[config.mk]
export PLATFORM = sky130hd
export DESIGN_NAME = dpm_bist_ctrl_flat
export DESIGN_NICKNAME = d
export VERILOG_FILES = /design/src/rtl/dpm_pkg.sv /design/src/rtl/dpm_bist_ctrl_if.sv /design/src/rtl/dpm_rd_checker.sv /design/src/rtl/dpm_bist_ctrl.sv /design/src/flat_wrapper.sv
export SDC_FILE = /design/constraint.sdc
export NUM_CORES = 1
export LEC_CHECK = 0
export ABC_AREA = 1
export CELL_PAD_IN_SITES_DETAIL_PLACEMENT = 1
export CELL_PAD_IN_SITES_GLOBAL_PLACEMENT = 2
export CORE_AREA = 2 2 125 127
export DETAILED_ROUTE_END_ITERATION = 16
export DIE_AREA = 0 0 127 129
export PLACE_DENSITY = 0.85
export SLEW_MARGIN = 20
export SYNTH_ARGS = -nofsm -noshare
export SYNTH_HDL_FRONTEND = slang
export SYNTH_SLANG_ARGS = --single-unit
[constraint.sdc]
create_clock -name clk -period 5 [get_ports clk]
set_clock_uncertainty 0.15 [all_clocks]
set_input_delay 1 -clock clk [delete_from_list [all_inputs] [get_ports clk]]
set_output_delay 1 -clock clk [all_outputs]
set_load 0.02 [all_outputs]
[src/rtl/dpm_pkg.sv]
// Shared constants, state/port types and the fill pattern for the dpm_bist_ctrl self-test.
// Optional second inverted pass is enabled by DPM_BIST_INVERT_EN (see dpm_bist_ctrl).
package dpm_pkg;

  localparam int ADDR_W = 10;
  localparam int DATA_W = 8;
  localparam int ERR_W  = 11;
  localparam int DEPTH  = 2 ** ADDR_W;

  typedef enum logic [2:0] {
    IDLE,
    WR_A,
    WR_B,
    RD_A,
    RD_B,
    DRAIN,
    DONE
  } state_t;

  typedef enum logic {
    PORT_A,
    PORT_B
  } port_t;

  // Every location holds the low bits of its own address.
  function automatic logic [DATA_W-1:0] exp_pat(input logic [ADDR_W-1:0] a);
    return a[DATA_W-1:0];
  endfunction

endpackage

[src/rtl/dpm_bist_ctrl_if.sv]
// Both request ports of double_port_mem as seen from the requester (master) and the memory (slave).
interface dpm_bist_ctrl_if;
  import dpm_pkg::*;

  logic [ADDR_W-1:0] addr_a;
  logic [DATA_W-1:0] in_a;
  logic              w_a;
  logic              en_a;
  logic [DATA_W-1:0] out_a;
  logic [ADDR_W-1:0] addr_b;
  logic [DATA_W-1:0] in_b;
  logic              w_b;
  logic              en_b;
  logic [DATA_W-1:0] out_b;

  modport master (
    output addr_a, in_a, w_a, en_a, addr_b, in_b, w_b, en_b,
    input  out_a, out_b
  );

  modport slave (
    input  addr_a, in_a, w_a, en_a, addr_b, in_b, w_b, en_b,
    output out_a, out_b
  );

endinterface

[src/rtl/dpm_rd_checker.sv]
// Readback checker: one-stage read pipe, data compare, saturating error count, first-error capture.
module dpm_rd_checker
  import dpm_pkg::*;
(
  input  logic              clk,
  input  logic              rst_n,
  input  logic              i_clr,
  input  logic              i_rd_vld,
  input  port_t             i_rd_port,
  input  logic [ADDR_W-1:0] i_rd_addr,
  input  logic [DATA_W-1:0] i_rd_exp,
  input  logic [DATA_W-1:0] i_out_a,
  input  logic [DATA_W-1:0] i_out_b,
  output logic [ERR_W-1:0]  o_err_count,
  output logic [ADDR_W-1:0] o_first_err_addr,
  output logic              o_err_seen_next
);

  logic              r_vld;
  port_t             r_port;
  logic [ADDR_W-1:0] r_addr;
  logic [DATA_W-1:0] r_exp;
  logic [ERR_W-1:0]  r_err_count;
  logic [ADDR_W-1:0] r_first_err_addr;
  logic              r_err_seen;
  logic [DATA_W-1:0] w_data;
  logic              w_mismatch;

  assign w_data          = (r_port == PORT_A) ? i_out_a : i_out_b;
  assign w_mismatch      = r_vld && (w_data != r_exp);
  // Includes the compare resolving this cycle, so the final verdict can be latched on the same edge.
  assign o_err_seen_next = r_err_seen | w_mismatch;

  always_ff @(posedge clk or negedge rst_n) begin
    if (!rst_n) begin
      r_vld            <= 1'b0;
      r_port           <= PORT_A;
      r_addr           <= '0;
      r_exp            <= '0;
      r_err_count      <= '0;
      r_first_err_addr <= '0;
      r_err_seen       <= 1'b0;
    end else begin
      r_vld <= i_rd_vld;
      if (i_rd_vld) begin
        r_port <= i_rd_port;
        r_addr <= i_rd_addr;
        r_exp  <= i_rd_exp;
      end
      if (i_clr) begin
        r_err_count      <= '0;
        r_first_err_addr <= '0;
        r_err_seen       <= 1'b0;
      end else if (w_mismatch) begin
        if (r_err_count != '1) begin
          r_err_count <= r_err_count + ERR_W'(1);
        end
        if (!r_err_seen) begin
          r_err_seen       <= 1'b1;
          r_first_err_addr <= r_addr;
        end
      end
    end
  end

  assign o_err_count      = r_err_count;
  assign o_first_err_addr = r_first_err_addr;

endmodule

[src/rtl/dpm_bist_ctrl.sv]
// Fill/readback self-test sequencer for double_port_mem; FSM and address counters live here.
// Define DPM_BIST_INVERT_EN to add a second pass using the inverted pattern.
module dpm_bist_ctrl
  import dpm_pkg::*;
(
  input  logic              clk,
  input  logic              rst_n,
  input  logic              start,
  output logic              busy,
  output logic              done,
  output logic              pass,
  output logic [ERR_W-1:0]  err_count,
  output logic [ADDR_W-1:0] first_err_addr,
  dpm_bist_ctrl_if.master   mem
);

  localparam logic [ADDR_W-1:0] ZERO    = '0;
  localparam logic [ADDR_W-1:0] LAST    = ADDR_W'(DEPTH - 1);
  localparam logic [ADDR_W-1:0] HALF    = ADDR_W'(DEPTH / 2);
  localparam logic [ADDR_W-1:0] HALF_M1 = ADDR_W'(DEPTH / 2 - 1);

  state_t            r_state;
  logic              r_busy, r_done, r_pass;
  logic              r_w_a, r_en_a, r_w_b, r_en_b;
  logic [ADDR_W-1:0] r_addr_a, r_addr_b;
  logic [DATA_W-1:0] r_in_a, r_in_b;
  logic [DATA_W-1:0] w_flip;
  logic              w_accept;
  logic              w_err_seen_next;
  port_t             w_rd_port;
  logic [ADDR_W-1:0] w_rd_addr;
  logic [DATA_W-1:0] w_rd_exp;

`ifdef DPM_BIST_INVERT_EN
  logic r_inv;
  assign w_flip = {DATA_W{r_inv}};
`else
  assign w_flip = '0;
`endif

  assign w_accept  = (r_state == IDLE) && start;
  assign w_rd_port = r_en_b ? PORT_B : PORT_A;
  assign w_rd_addr = r_en_b ? r_addr_b : r_addr_a;
  assign w_rd_exp  = exp_pat(w_rd_addr) ^ w_flip;

  always_ff @(posedge clk or negedge rst_n) begin
    if (!rst_n) begin
      r_state  <= IDLE;
      r_busy   <= 1'b0;
      r_done   <= 1'b0;
      r_pass   <= 1'b0;
      r_w_a    <= 1'b0;
      r_en_a   <= 1'b0;
      r_w_b    <= 1'b0;
      r_en_b   <= 1'b0;
      r_addr_a <= '0;
      r_addr_b <= '0;
      r_in_a   <= '0;
      r_in_b   <= '0;
`ifdef DPM_BIST_INVERT_EN
      r_inv    <= 1'b0;
`endif
    end else begin
      case (r_state)
        IDLE: begin
          if (start) begin
            r_state  <= WR_A;
            r_busy   <= 1'b1;
            r_pass   <= 1'b0;
            r_w_a    <= 1'b1;
            r_addr_a <= ZERO;
            r_in_a   <= exp_pat(ZERO);
`ifdef DPM_BIST_INVERT_EN
            r_inv    <= 1'b0;
`endif
          end
        end
        WR_A: begin
          if (r_addr_a == HALF_M1) begin
            r_state  <= WR_B;
            r_w_a    <= 1'b0;
            r_w_b    <= 1'b1;
            r_addr_b <= HALF;
            r_in_b   <= exp_pat(HALF) ^ w_flip;
          end else begin
            r_addr_a <= r_addr_a + ADDR_W'(1);
            r_in_a   <= exp_pat(r_addr_a + ADDR_W'(1)) ^ w_flip;
          end
        end
        WR_B: begin
          if (r_addr_b == LAST) begin
            r_state  <= RD_A;
            r_w_b    <= 1'b0;
            r_en_a   <= 1'b1;
            r_addr_a <= LAST;
          end else begin
            r_addr_b <= r_addr_b + ADDR_W'(1);
            r_in_b   <= exp_pat(r_addr_b + ADDR_W'(1)) ^ w_flip;
          end
        end
        // Each half is read back through the port that did not write it, top address first.
        RD_A: begin
          if (r_addr_a == HALF) begin
            r_state  <= RD_B;
            r_en_a   <= 1'b0;
            r_en_b   <= 1'b1;
            r_addr_b <= HALF_M1;
          end else begin
            r_addr_a <= r_addr_a - ADDR_W'(1);
          end
        end
        RD_B: begin
          if (r_addr_b == ZERO) begin
            r_state <= DRAIN;
            r_en_b  <= 1'b0;
          end else begin
            r_addr_b <= r_addr_b - ADDR_W'(1);
          end
        end
        DRAIN: begin
`ifdef DPM_BIST_INVERT_EN
          if (!r_inv) begin
            r_inv    <= 1'b1;
            r_state  <= WR_A;
            r_w_a    <= 1'b1;
            r_addr_a <= ZERO;
            r_in_a   <= ~exp_pat(ZERO);
          end else begin
            r_state <= DONE;
            r_busy  <= 1'b0;
            r_done  <= 1'b1;
            r_pass  <= !w_err_seen_next;
          end
`else
          r_state <= DONE;
          r_busy  <= 1'b0;
          r_done  <= 1'b1;
          r_pass  <= !w_err_seen_next;
`endif
        end
        DONE: begin
          r_state <= IDLE;
          r_done  <= 1'b0;
        end
        default: r_state <= IDLE;
      endcase
    end
  end

  dpm_rd_checker u_rd_checker (
    .clk              (clk),
    .rst_n            (rst_n),
    .i_clr            (w_accept),
    .i_rd_vld         (r_en_a | r_en_b),
    .i_rd_port        (w_rd_port),
    .i_rd_addr        (w_rd_addr),
    .i_rd_exp         (w_rd_exp),
    .i_out_a          (mem.out_a),
    .i_out_b          (mem.out_b),
    .o_err_count      (err_count),
    .o_first_err_addr (first_err_addr),
    .o_err_seen_next  (w_err_seen_next)
  );

  assign busy       = r_busy;
  assign done       = r_done;
  assign pass       = r_pass;
  assign mem.addr_a = r_addr_a;
  assign mem.in_a   = r_in_a;
  assign mem.w_a    = r_w_a;
  assign mem.en_a   = r_en_a;
  assign mem.addr_b = r_addr_b;
  assign mem.in_b   = r_in_b;
  assign mem.w_b    = r_w_b;
  assign mem.en_b   = r_en_b;

endmodule

[src/flat_wrapper.sv]
// flat-port wrapper written by rule: the top's interface ports become plain ports
module dpm_bist_ctrl_flat import dpm_pkg::*;
  (clk, rst_n, start, busy, done, pass, err_count, first_err_addr, mem_addr_a, mem_in_a, mem_w_a, mem_en_a, mem_addr_b, mem_in_b, mem_w_b, mem_en_b, mem_out_a, mem_out_b);
  dpm_bist_ctrl_if mem_i ();
  input  logic clk;
  input  logic rst_n;
  input  logic start;
  output logic busy;
  output logic done;
  output logic pass;
  output logic [ERR_W-1:0] err_count;
  output logic [ADDR_W-1:0] first_err_addr;
  output wire logic [$bits(mem_i.addr_a)-1:0] mem_addr_a;
  output wire logic [$bits(mem_i.in_a)-1:0] mem_in_a;
  output wire logic [$bits(mem_i.w_a)-1:0] mem_w_a;
  output wire logic [$bits(mem_i.en_a)-1:0] mem_en_a;
  output wire logic [$bits(mem_i.addr_b)-1:0] mem_addr_b;
  output wire logic [$bits(mem_i.in_b)-1:0] mem_in_b;
  output wire logic [$bits(mem_i.w_b)-1:0] mem_w_b;
  output wire logic [$bits(mem_i.en_b)-1:0] mem_en_b;
  input wire logic [$bits(mem_i.out_a)-1:0] mem_out_a;
  input wire logic [$bits(mem_i.out_b)-1:0] mem_out_b;
  assign mem_addr_a = mem_i.addr_a;
  assign mem_in_a = mem_i.in_a;
  assign mem_w_a = mem_i.w_a;
  assign mem_en_a = mem_i.en_a;
  assign mem_addr_b = mem_i.addr_b;
  assign mem_in_b = mem_i.in_b;
  assign mem_w_b = mem_i.w_b;
  assign mem_en_b = mem_i.en_b;
  assign mem_i.out_a = mem_out_a;
  assign mem_i.out_b = mem_out_b;
  dpm_bist_ctrl u_core (.clk(clk), .rst_n(rst_n), .start(start), .busy(busy), .done(done), .pass(pass), .err_count(err_count), .first_err_addr(first_err_addr), .mem(mem_i));
endmodule
==> results.toml, run 1 <==
[clock_network]
htreeDepth = 3
cts_buffers = 9
cts_tree = "built"
clkSinkCount = 80
cts_max_path_buffers = 2
hold_buffers = 0
insertion_delay_ns = 0.35
clk_pin_slew_ns = 0.06
cts_resized = 0
cts_root_buf = "clkbuf_16"
cts_setup_buffers = 0

[final_layout]
drive_above_1_share_pct = 7.40
fin_area_um2 = 6060
diodes = 0
area_delta_synth_final_pct = 27.5
nets = 762
final_util_pct = 40.5

[critical_path]
critPathTopFamily = "buffers and inverters"
required_ns = 3.85
cp_num_buf_inv = 1
critPathMaxStageDelay_ns = 0.69
r2r-end = "u_core.u_rd_checker.o_first_err_addr[4]$_DFFE_PN0P_"
ff2ff_setup_slack_ns = 2.43
cp_cell_sequence = "clkdlybuf4s50_1"
r2r-start = "u_core.u_rd_checker.r_port$_DFFE_PN0P_"
end_kind = "primary output"
critPathArrivalTime_ns = 1.67
cp-start-kind = "register"
crit_type = "reg2out"
crit_path_top_delay_cell = "clkdlybuf4s50_1"
reg2reg_depth = 11
cp_max_fo = 14

[detailed_routing]
firstDrtPassIters = 4
viasPerCell = 5.07
post_drt_wl_per_cell_um = 16.9
vias = 4717
drtAntennaViolNets = 0
routed_wl_um = 15800
dr.first_iter.drc_count = 252
drc = 0

[synth]
synthSimpleGateAreaFrac_pct = 36.9
yosysTopAreaCell = "dfrtp_1"
yosys_warnings = 0
synthXorXnorAreaFrac_pct = 1.84
ys_ff_latch = 80
ys_seq_area_share_pct = 42.1
synth_nets = 690
synth-compound-area-share_pct = 9.84
avgSynthCellArea_um2 = 7.14
yosys.cell_types.count = 34
syn_inst = 666
synth_adder_area_share_pct = 1.32
synth_area_leaders = "dfrtp_1 (42%), nand2_1 (18%), nand3_1 (8.0%)"
synthMuxAreaShare_pct = 0
synth_top_family_by_area = "simple AND/OR/NAND/NOR gates"
syn_area_um2 = 4760
synth_top_area_share_pct = 42.1

[sta]
final-setup-viol-count = 0
max_slew_margin_pct = 39.6
tightest_slew_ns = 0.902
period_share_pct = 56.4
max_clock_freq_ghz = 0.354
maxSlewViolCount = 0
grt_setup_unrepaired = "no"
setup_ws_ns = 2.18
final.setup.tns_ns = 0
hold_viol_final = 0
fin_crit_ns = 2.82

[place]
post_dp_cell_area_um2 = 5710
dp_hpwl_um = 11500
gp_congestion = 0.854
place_ws_ns = 1.86
portBuffers = 82

[min_path]
min_path_cells = 2
min-delay-start = "u_core.mem.in_b[6]$_DFFE_PN0P_"
hold_end = "u_core.mem.in_b[6]$_DFFE_PN0P_"
hp-class = "reg2reg"

[die]
fp.dieW_um = 127
coreArea_um2 = 15000
pin_count = 83
start_util_pct = 31.8
rows = 45
die-area_um2 = 16400
die_h_um = 129

[global_routing]
grt_max_degree = 81
antenna_found_initial = 0
grt_pass1_vias = 4846
grt_usage_pct = 19.8
grt_pass1_wl_um = 25600
globalRouteOverflowTotal = 0

[job]
cap_violations = 0

[pwr]
leakagePower_uw = 0.00294
power_density_nw_per_um2 = 671
ir_drop_uv = 216

[status]
status = "completed"
[flip-flops by register name (all words and copies together) (netlist names), 3 cells and up]
| register | count |
|---|---|
| u_core.u_rd_checker.o_first_err_addr | 10 |
| u_core.u_rd_checker.o_err_count | 11 |
| u_core.u_rd_checker.r_addr | 10 |
| u_core.mem.in_a | 8 |
| u_core.r_state | 3 |
| u_core.mem.addr_b | 10 |
| u_core.mem.in_b | 8 |
| u_core.mem.addr_a | 10 |
[area by class of cell]
| class | count | area [µm²] |
|---|---|---|
| fill | 1868 | 8910 |
| multi-input combinational | 492 | 2370 |
| sequential | 80 | 2000 |
| timing repair buffer | 82 | 822 |
| inverter | 73 | 275 |
| clock buffer | 11 | 253 |
| tap | 188 | 235 |
| clock inverter | 5 | 103 |
[where the power goes]
| group | leakage [µW] | switching [µW] | internal, µW |
|---|---|---|---|
| Combinational | 0.00175 | 1310 | 767 |
| Sequential | 0.00102 | 309 | 897 |
| Clock | 0.000172 | 272 | 514 |
| Total | 0.00294 | 1890 | 2180 |
[layout by cell type (no fill, tap or decap), drive strengths merged, types with 2 or more instances in the layout]
master           n
a31oi           10
nand4            6
nor3             9
clkdlybuf4s50   81
o211ai           4
a21oi           13
nand3           79
xor2             7
or2              3
dfrtp           80
nand2          232
o22ai           10
clkinv           2
clkbuf          11
xnor2            3
nand3b           8
bufinv           3
nor2            52
o21ai           48
inv             72
ha               5
[synthesized netlist by cell type]
cell type,n
a21oi_1,13
a31oi_1,10
buf_2,8
buf_4,4
clkbuf_1,9
clkinv_2,1
dfrtp_1,80
ha_1,5
inv_1,63
inv_2,9
nand2_1,223
nand2_2,8
nand2_4,1
nand3_1,76
nand3_2,3
nand3b_1,8
nand4_1,5
nand4_2,1
nor2_1,43
nor2_2,4
nor2_4,4
nor2_8,1
nor3_1,6
nor3_2,3
nor3b_1,1
nor4_1,1
o211ai_1,4
o21a_1,1
o21ai_0,34
o21ai_1,14
o22ai_1,10
or2_2,3
xnor2_1,3
xor2_1,7
[stage by stage]
step / instances / total power [µW] / hold WS, ns
after floorplan: 666 / 2490 / 0.324
after global placement: 915 / 3230 / 0.309
after detailed placement: 915 / 3290 / 0.307
after CTS: 931 / 4100 / 0.323
after global routing: 931 / 4380 / 0.351
final: 931 / 4070 / 0.318
[routing by layer]
layer	share of wire, %	GRT usage [%]	vias to the layer above	routed length, µm
met5	0	0	-	0
met3	3.0	2.70	18	472
met1	48	27.1	2298	7540
met2	48	32.7	98	7550
met4	1.3	6.72	0	209
li1	-	-	2303	-
[cell families after synthesis]
logic type               count (synthesis)
AO/OA/AOI/OAI                           86
flip-flops                              80
adder cells (fa/ha/maj)                  5
buffers and inverters                   94
AND/OR/NAND/NOR                        391
XOR/XNOR                                10
[worst max path at each step]
stage,start,to,depth (start not counted),slack [ns]
2_1_floorplan,mem_out_b[1],u_core.u_rd_checker.o_err_count[0]$_DFFE_PN0P_,12,2.96
3_3_place_gp,mem_out_b[6],u_core.u_rd_checker.o_first_err_addr[4]$_DFFE_PN0P_,12,1.89
3_5_place_dp,mem_out_b[4],u_core.u_rd_checker.o_first_err_addr[6]$_DFFE_PN0P_,12,1.86
4_1_cts,u_core.mem.en_a$_DFFE_PN0P_,mem_en_a,1,2.15
5_1_grt,mem_out_b[4],u_core.u_rd_checker.o_first_err_addr[7]$_DFFE_PN0P_,12,2.02
6_report,u_core.mem.en_a$_DFFE_PN0P_,mem_en_a,1,2.18
Note: power is estimated with default switching activity, not from simulation.
==> run 2: changes to the inputs <==
--- a/config.mk
+++ b/config.mk
@@ -8,10 +8,10 @@
 export ABC_AREA = 1
 export CELL_PAD_IN_SITES_DETAIL_PLACEMENT = 1
 export CELL_PAD_IN_SITES_GLOBAL_PLACEMENT = 2
-export CORE_AREA = 2 2 125 127
+export CORE_AREA = 2 2 129 131
 export DETAILED_ROUTE_END_ITERATION = 16
-export DIE_AREA = 0 0 127 129
-export PLACE_DENSITY = 0.85
+export DIE_AREA = 0 0 131 133
+export PLACE_DENSITY = 0.8
 export SLEW_MARGIN = 20
 export SYNTH_ARGS = -nofsm -noshare
 export SYNTH_HDL_FRONTEND = slang
==> constraint.sdc (replaced) <==
create_clock -name clk -period 2.7 [get_ports clk]
set_clock_uncertainty 0.15 [all_clocks]
set_input_delay 0.54 -clock clk [delete_from_list [all_inputs] [get_ports clk]]
set_output_delay 0.54 -clock clk [all_outputs]
set_load 0.02 [all_outputs]
==> results.toml, run 2 (synthesis results as in run 1) <==
[status]
status = "completed"

[global_routing]
grt_pass1_wl_um = 26900
antenna_found_initial = 0
grt_pass1_vias = 5041
grt_usage_pct = 19.9
grt_max_degree = 46
globalRouteOverflowTotal = 0

[sta]
maxSlewViolCount = 0
max_slew_margin_pct = 59.4
grt_setup_unrepaired = "no"
hold_viol_final = 0
final-setup-viol-count = 0
fin_crit_ns = 2.40
hold_ws_ns = 0.0143
tightest_slew_ns = 0.608
period_share_pct = 89.0
max_clock_freq_ghz = 0.416
final.setup.tns_ns = 0

[critical_path]
cp_num_buf_inv = 1
required_ns = 2.01
cp_cell_sequence = "clkdlybuf4s50_1"
critPathTopFamily = "buffers and inverters"
end_kind = "primary output"
cp_max_fo = 14
critPathMaxStageDelay_ns = 0.70
ff2ff_setup_slack_ns = 0.42
crit_path_top_delay_cell = "clkdlybuf4s50_1"
critPathArrivalTime_ns = 1.71
cp-start-kind = "register"
crit_type = "reg2out"

[die]
rows = 47
fp.dieW_um = 131
die-area_um2 = 17400
start_util_pct = 29.4
pin_count = 83
coreArea_um2 = 16200
die_h_um = 133

[detailed_routing]
dr.first_iter.drc_count = 174
viasPerCell = 4.98
drc = 0
routed_wl_um = 16500
drtAntennaViolNets = 0
post_drt_wl_per_cell_um = 17.0
vias = 4832
firstDrtPassIters = 4

[min_path]
hp-class = "in2async"

[final_layout]
multiInputGateArea_um2 = 2370
fin_area_um2 = 6130
area_delta_synth_final_pct = 29.0
mostFrequentLayoutCells = "nand2_1 (223), clkdlybuf4s50_1 (81), dfrtp_1 (80)"
largest_reg_flops = 11
ff_latch_area_um2 = 2000
drive_above_1_share_pct = 8.26
fillers = 1990
layout_commonest_cell = "nand2_1"
nets = 771
diodes = 0

[clock_network]
clkSinkCount = 80
htreeDepth = 3
cts_root_buf = "clkbuf_16"
insertion_delay_ns = 0.35
hold_buffers = 0
cts_tree = "built"
clk_pin_slew_ns = 0.06
cts_max_path_buffers = 2
cts_setup_buffers = 0
cts_resized = 0
cts_buffers = 9

[place]
gp_congestion = 0.870
post_dp_cell_area_um2 = 5830
dp_hpwl_um = 12300
portBuffers = 82

[pwr]
ir_drop_uv = 455
p_total_uw = 7450
leakagePower_uw = 0.00297
power_density_nw_per_um2 = 1220

[job]
cap_violations = 0
run 2: area by class of cell:
type / count / area share (%)
inverter: 73 / 4.49
sequential: 80 / 32.6
clock buffer: 13 / 4.41
clock inverter: 2 / 0.612
tap: 220 / 4.49
multi-input combinational: 492 / 38.7
timing repair buffer: 91 / 14.6
run 2: where the power goes:
group	leakage [µW]	internal, µW	switching, µW	total [µW]
Sequential	0.00102	1660	551	2210
Clock	0.000148	788	511	1300
Combinational	0.00180	1480	2460	3940
Total	0.00297	3930	3530	7450
run 2: final timing paths:
check	endpoint	cells after the start	startpoint
max in group asynchronous	u_core.u_rd_checker.r_addr[9]$_DFFE_PN0P_	2	rst_n
min reg2reg	u_core.mem.in_b[4]$_DFFE_PN0P_	2	u_core.mem.in_b[4]$_DFFE_PN0P_
min	u_core.mem.addr_b[4]$_DFFE_PN0P_	1	rst_n
max	mem_en_a	1	u_core.mem.en_a$_DFFE_PN0P_
max reg2reg	u_core.mem.addr_a[7]$_DFFE_PN0P_	8	u_core.mem.addr_b[1]$_DFFE_PN0P_
min in group clk	u_core.mem.in_b[4]$_DFFE_PN0P_	2	u_core.mem.in_b[4]$_DFFE_PN0P_
run 2: routing by layer:
layer  wire (µm)  track usage, %
met1        7530            26.0
met2        8110            33.3
met3         510            2.63
met4         344            7.27
met5           0               0
run 2: per-stage QoR:
stage / std cells / worst slack, ns / util, %
finish: 971 / 0.298 / 37.9
global route: 971 / 0.200 / 37.9
CTS: 971 / 0.293 / 37.9
detailed placement: 956 / 0.335 / 36.0
global placement: 956 / 0.416 / 36.0
floorplan: 666 / 0.729 / -
==> run 3: changes to the inputs <==
--- a/config.mk
+++ b/config.mk
@@ -11,7 +11,9 @@
 export CORE_AREA = 2 2 129 131
 export DETAILED_ROUTE_END_ITERATION = 16
 export DIE_AREA = 0 0 131 133
+export GPL_ROUTABILITY_DRIVEN = 0
 export PLACE_DENSITY = 0.8
+export SKIP_LAST_GASP = 1
 export SLEW_MARGIN = 20
 export SYNTH_ARGS = -nofsm -noshare
 export SYNTH_HDL_FRONTEND = slang
==> results of run 3 <==
Same layout as run 2: the final DEF is identical, and so are final timing and power.
